$ cat src/rtl/ds1302_access_scheduler.sv
// Sequences DS1302 controller accesses: periodic reads, writes first, CE-tracked completion with timeouts.
// Pulse starts the edge after the IDLE decision; requests arriving while busy stay pending until GUARD ends.
module ds1302_access_scheduler #(
    parameter int POLL_PERIOD   = 500000,
    parameter int PULSE_LEN     = 4,
    parameter int START_TIMEOUT = 64,
    parameter int BUSY_TIMEOUT  = 2048,
    parameter int GAP_CYCLES    = 8
) (
    input  logic clk1,
    input  logic rstn,
    input  logic poll_en,
    input  logic wr_req,
    input  logic CE,
    output logic rd_btn,
    output logic wr_btn,
    output logic busy,
    output logic rd_done,
    output logic wr_done,
    output logic wr_pending,
    output logic timeout_err
);

    localparam logic [2:0] S_IDLE       = 3'd0;
    localparam logic [2:0] S_PULSE      = 3'd1;
    localparam logic [2:0] S_WAIT_START = 3'd2;
    localparam logic [2:0] S_WAIT_DONE  = 3'd3;
    localparam logic [2:0] S_GUARD      = 3'd4;

    localparam int PW    = (POLL_PERIOD > 1) ? $clog2(POLL_PERIOD) : 1;
    localparam int M1    = (PULSE_LEN > START_TIMEOUT) ? PULSE_LEN : START_TIMEOUT;
    localparam int M2    = (BUSY_TIMEOUT > GAP_CYCLES) ? BUSY_TIMEOUT : GAP_CYCLES;
    localparam int T_MAX = (M1 > M2) ? M1 : M2;
    localparam int TW    = $clog2(T_MAX + 1);

    localparam logic [PW-1:0] POLL_LAST  = PW'(POLL_PERIOD - 1);
    localparam logic [TW-1:0] PULSE_LAST = TW'(PULSE_LEN - 1);
    localparam logic [TW-1:0] START_LAST = TW'(START_TIMEOUT - 1);
    localparam logic [TW-1:0] BUSY_LAST  = TW'(BUSY_TIMEOUT - 1);
    localparam logic [TW-1:0] GAP_LAST   = TW'(GAP_CYCLES - 1);

    logic [2:0]    state_q, state_d;
    logic [TW-1:0] tmr_q, tmr_d;
    logic [PW-1:0] poll_cnt_q, poll_cnt_d;
    logic          sel_wr_q, sel_wr_d;
    logic          wr_req_q, wr_req_d;
    logic          wr_pend_q, wr_pend_d;
    logic          rd_pend_q, rd_pend_d;
    logic          rd_done_q, rd_done_d;
    logic          wr_done_q, wr_done_d;
    logic          err_q, err_d;

    logic wr_rise;
    logic poll_wrap;
    logic wr_issue;
    logic rd_issue;

    always_comb begin
        state_d    = state_q;
        sel_wr_d   = sel_wr_q;
        tmr_d      = tmr_q + TW'(1);
        rd_done_d  = 1'b0;
        wr_done_d  = 1'b0;
        err_d      = err_q;
        wr_issue   = 1'b0;
        rd_issue   = 1'b0;
        wr_req_d   = wr_req;
        wr_rise    = wr_req & ~wr_req_q;
        poll_wrap  = 1'b0;
        poll_cnt_d = poll_cnt_q;

        // Poll counter free-runs regardless of FSM state so the read cadence stays fixed.
        if (!poll_en) begin
            poll_cnt_d = '0;
        end else if (poll_cnt_q == POLL_LAST) begin
            poll_cnt_d = '0;
            poll_wrap  = 1'b1;
        end else begin
            poll_cnt_d = poll_cnt_q + PW'(1);
        end

        case (state_q)
            S_IDLE: begin
                tmr_d = '0;
                if (wr_pend_q) begin
                    state_d  = S_PULSE;
                    sel_wr_d = 1'b1;
                    wr_issue = 1'b1;
                end else if (rd_pend_q) begin
                    state_d  = S_PULSE;
                    sel_wr_d = 1'b0;
                    rd_issue = 1'b1;
                end
            end
            S_PULSE: begin
                if (tmr_q == PULSE_LAST) begin
                    state_d = S_WAIT_START;
                    tmr_d   = '0;
                end
            end
            S_WAIT_START: begin
                if (CE) begin
                    state_d = S_WAIT_DONE;
                    tmr_d   = '0;
                end else if (tmr_q == START_LAST) begin
                    err_d   = 1'b1;
                    state_d = S_GUARD;
                    tmr_d   = '0;
                end
            end
            S_WAIT_DONE: begin
                if (!CE) begin
                    rd_done_d = ~sel_wr_q;
                    wr_done_d = sel_wr_q;
                    state_d   = S_GUARD;
                    tmr_d     = '0;
                end else if (tmr_q == BUSY_LAST) begin
                    err_d   = 1'b1;
                    state_d = S_GUARD;
                    tmr_d   = '0;
                end
            end
            S_GUARD: begin
                if (tmr_q == GAP_LAST) begin
                    state_d = S_IDLE;
                    tmr_d   = '0;
                end
            end
            default: begin
                state_d = S_IDLE;
                tmr_d   = '0;
            end
        endcase

        // A new request in the issuing cycle wins over the clear, so it is never lost.
        wr_pend_d = wr_rise | (wr_pend_q & ~wr_issue);
        rd_pend_d = poll_wrap | (rd_pend_q & ~rd_issue);
    end

    always_ff @(posedge clk1) begin
        if (!rstn) begin
            state_q    <= S_IDLE;
            tmr_q      <= '0;
            poll_cnt_q <= '0;
            sel_wr_q   <= 1'b0;
            wr_req_q   <= 1'b0;
            wr_pend_q  <= 1'b0;
            rd_pend_q  <= 1'b0;
            rd_done_q  <= 1'b0;
            wr_done_q  <= 1'b0;
            err_q      <= 1'b0;
        end else begin
            state_q    <= state_d;
            tmr_q      <= tmr_d;
            poll_cnt_q <= poll_cnt_d;
            sel_wr_q   <= sel_wr_d;
            wr_req_q   <= wr_req_d;
            wr_pend_q  <= wr_pend_d;
            rd_pend_q  <= rd_pend_d;
            rd_done_q  <= rd_done_d;
            wr_done_q  <= wr_done_d;
            err_q      <= err_d;
        end
    end

    assign rd_btn      = (state_q == S_PULSE) && !sel_wr_q;
    assign wr_btn      = (state_q == S_PULSE) && sel_wr_q;
    assign busy        = (state_q != S_IDLE);
    assign rd_done     = rd_done_q;
    assign wr_done     = wr_done_q;
    assign wr_pending  = wr_pend_q;
    assign timeout_err = err_q;

endmodule

$ cat config.mk
export PLATFORM = sky130hd
export DESIGN_NAME = ds1302_access_scheduler
export DESIGN_NICKNAME = d
export VERILOG_FILES = /design/src/rtl/ds1302_access_scheduler.sv
export SDC_FILE = /design/constraint.sdc
export NUM_CORES = 1
export LEC_CHECK = 0
export ABC_AREA = 1
export BUFFER_PORTS_ARGS = -buffer_cell sky130_fd_sc_hd__buf_2
export CAP_MARGIN = 20
export CORE_ASPECT_RATIO = 0.6
export CORE_MARGIN = 2
export CORE_UTILIZATION = 30
export CTS_CLUSTER_DIAMETER = 40
export CTS_CLUSTER_SIZE = 8
export DETAILED_ROUTE_END_ITERATION = 12
export HOLD_SLACK_MARGIN = 0.06
export PLACE_DENSITY = 0.52
export SLEW_MARGIN = 15
export SYNTH_ARGS = -nofsm -noshare
export SYNTH_HDL_FRONTEND = slang
export SYNTH_SLANG_ARGS = --single-unit
$ cat constraint.sdc
create_clock -name clk1 -period 2.3 [get_ports clk1]
set_clock_uncertainty 0.15 [all_clocks]
set_input_delay 0.345 -clock clk1 [delete_from_list [all_inputs] [get_ports clk1]]
set_output_delay 0.345 -clock clk1 [all_outputs]
set_load 0.02 [all_outputs]
==> impl_metrics.ini <==
[outcome]
outcome = complete, no violations

[timing]
final.setup.tns_ps = 0
hold_viol_final = 0
rsz0062_at_grt = false
slew_violations = 0
timing.fmax_ghz = 0.542
finalSetupViolCount = 0
post-route-period-util_pct = 80.2
relSlewSlack_pct = 69.7
period_minus_slack_ps = 1840
worstMarginPinSlew_ps = 452

[cells_and_area]
multiInputGateArea_sq_um = 1100
syn2layout_area_growth_pct = 14.6
nFillCells = 710
mostFrequentLayoutCell = nand2_1
antenna_cells = 0
drive_gt1_share_pct = 13.5
final_cell_area_sq_um = 2400
fin_nets = 317
seqCellArea_sq_um = 821
final_cell_mix = nand2_1, nor2_1, dfxtp_1

[drt]
drt-vias-per-instance = 4.48
drt_iter0_drc = 129
via_count = 1777
postRouteAntennaNets = 0
routed_wl_mm = 4.36
drc = 0
first_pass_iters = 4
post_drt_wl_per_cell_microns = 11.0

[floorplanning]
core_sq_um = 6710
rows = 23
initial_utilization_pct = 31.3
die_area_sq_um = 7700
boundaryPins = 12
die_h_microns = 68.8
die_w_microns = 112

[grt]
overflow = 0
grt_antenna_before_repair = 0
use_met1_pct = 20.6
globalRouteTotalUtil_pct = 12.7
grt_max_degree = 15
grt_pass1_wl_mm = 7.57
met2_usage_pct = 14.8
use_met3_pct = 3.15
grt_pass1_vias = 1544
grt-busiest-layer = met1

[worst_setup_path]
r2r_setup_slack_ps = 460
worstRegToRegCells = 8
cp-start-kind = flop
worstPathArrival_ps = 1870
cp_max_fo = 14
cpPeakStageDelay_ps = 400
r2r-start = poll_cnt_q[4]
cp_cell_sequence = inv_1 > nor2_1 > nand2_1 > nor4_1 > nand3b_1 > nand3_2 > buf_4 > nor2_1
cp_slowest_cell = dfxtp_1
cp_common_cell = nor2_1
cp-end-kind = flop
cp.required_ps = 2320
r2r-end = poll_cnt_q[9]
crit_type = flop to flop

[clock_network]
cts.sinks = 41
post_cts_buffers = 0
path_clk_slew_ps = 60
cts_hold_buf = 0
cts.root.buffer_cell = clkbuf_16
cts_made_buffers = 5
htree_levels = 2
postCtsResizedCells = 0
clk_path_buf_depth = 2
cts_tree = done
clkLatencyLatePin_ps = 280

[yosys]
ys.warnings.count = 0
async_flop_share_pct = 0
synthCells = 293
synth_edf_count = 0
syn_nets = 300
synth.largest_area_cell = dfxtp_1
synth_area_leaders = dfxtp_1, nand2_1, nor2_1
ys_types = 33
synthesis.area_sq_um = 2100
seq_area_frac_synth_pct = 39.1
ys.flop_type = dfxtp_1
synth_top_area_share_pct = 39.1
synth_seq_cells = 41
avgSynthCellArea_sq_um = 7.16

[worst_hold_path]
hold_path_end = wr_req_q
hold_path_startpoint = wr_req
hold_depth = 3
min_path_type = primary input to flop

[flow_run]
cap_violations = 0

[pwr]
ir_drop_v = 0.000360
power_frac_comb_pct = 20.5
power_frac_clock_pct = 39.7
cellPowerDensity_nw_per_um2 = 817
power.leakage_nw = 0.979
seqPwrFrac_pct = 39.8
p_switching_mw = 0.583
p_int_mw = 1.38
p_sw_share_pct = 29.7

[placement]
place_congestion = 0.840
port_buffers = 11
place_area_sq_um = 2240
dp_hpwl_mm = 3.31
[cells by family (layout without fill, tap and decap cells)]
| family | Yosys count | after routing | share of synthesized area (%) |
|---|---|---|---|
| compound gates | 23 | 23 | 6.56 |
| xor+xnor | 14 | 14 | 5.85 |
| fa+ha+maj | 2 | 2 | 1.19 |
| buf+inv | 42 | 59 | 8.35 |
| flops | 41 | 41 | 39.1 |
| simple gates | 171 | 171 | 38.9 |
[routing by layer]
metal	part of all wire [%]	vias to the layer above
met2	31	43
met1	63	762
met3	4.9	7
met5	0	-
li1	-	965
met4	1.6	0
[sequential cells by signal (all words and copies together), names as in the netlist]
| signal | count |
|---|---|
| tmr_q | 12 |
| state_q | 3 |
| wr_pending | 1 |
| rd_pend_q | 1 |
| sel_wr_q | 1 |
| wr_req_q | 1 |
| poll_cnt_q | 19 |
| wr_done | 1 |
| rd_done | 1 |
| timeout_err | 1 |
[cells in the mapped netlist (2+ instances only)]
| cell | number |
|---|---|
| ha_1 | 2 |
| nor2_1 | 52 |
| inv_1 | 37 |
| xor2_1 | 10 |
| inv_2 | 3 |
| nand3b_1 | 3 |
| nor3_2 | 3 |
| a21oi_1 | 11 |
| dfxtp_1 | 41 |
| nor2_2 | 2 |
| nor2_4 | 4 |
| nand3_2 | 3 |
| o21ai_0 | 5 |
| or2_2 | 2 |
| nand2_1 | 65 |
| xnor2_1 | 4 |
| nor3_1 | 5 |
| nand3_1 | 15 |
| or2_0 | 3 |
| nand2_2 | 2 |
| nand4_1 | 7 |
| a31oi_1 | 2 |
| nand2_4 | 2 |
[worst max path at each step]
stage / from / end / slack (ps) / depth (start not counted)
floorplan: tmr_q[0] / tmr_q[7] / 690 / 8
global placement: tmr_q[0] / tmr_q[7] / 470 / 8
detailed placement: poll_cnt_q[4] / poll_cnt_q[9] / 480 / 8
CTS: poll_cnt_q[4] / poll_cnt_q[9] / 460 / 8
global route: tmr_q[0] / tmr_q[8] / 270 / 8
finish: poll_cnt_q[4] / poll_cnt_q[9] / 460 / 8
[final cells by class]
cell class,count,area share [%]
timing repair buffer,12,2.60
inverter,40,6.25
multi-input combinational,210,45.8
tap,87,4.53
sequential,41,34.1
clock inverter,2,1.46
clock buffer,5,5.21
[through the flow]
step | cells | utilization (%) | power, mW | setup slack, ps | hold slack, ps
global placement | 390 | 33.5 | 1.20 | 469 | 256
detailed placement | 390 | 33.5 | 1.20 | 475 | 262
floorplan | 293 | - | 1.11 | 692 | 249
finish | 397 | 35.8 | 1.96 | 455 | 110
CTS | 397 | 35.8 | 1.98 | 459 | 108
global route | 397 | 35.8 | 2.07 | 272 | 146
[power groups by stage]
stage               registers, mW  clock network [mW]  logic, mW
floorplan                   0.793                   0      0.316
global placement            0.796                   0      0.407
detailed placement          0.795                   0      0.401
CTS                         0.780               0.799      0.403
global route                0.788               0.829      0.453
finish                      0.781               0.780      0.402
[critical path, delay by kind of cell, from the launching register on]
family	cells	cell delay (ps)
buf+inv	2	270
flops	1	400
simple gates	6	910
No activity file was read; power rests on OpenSTA's default activity.
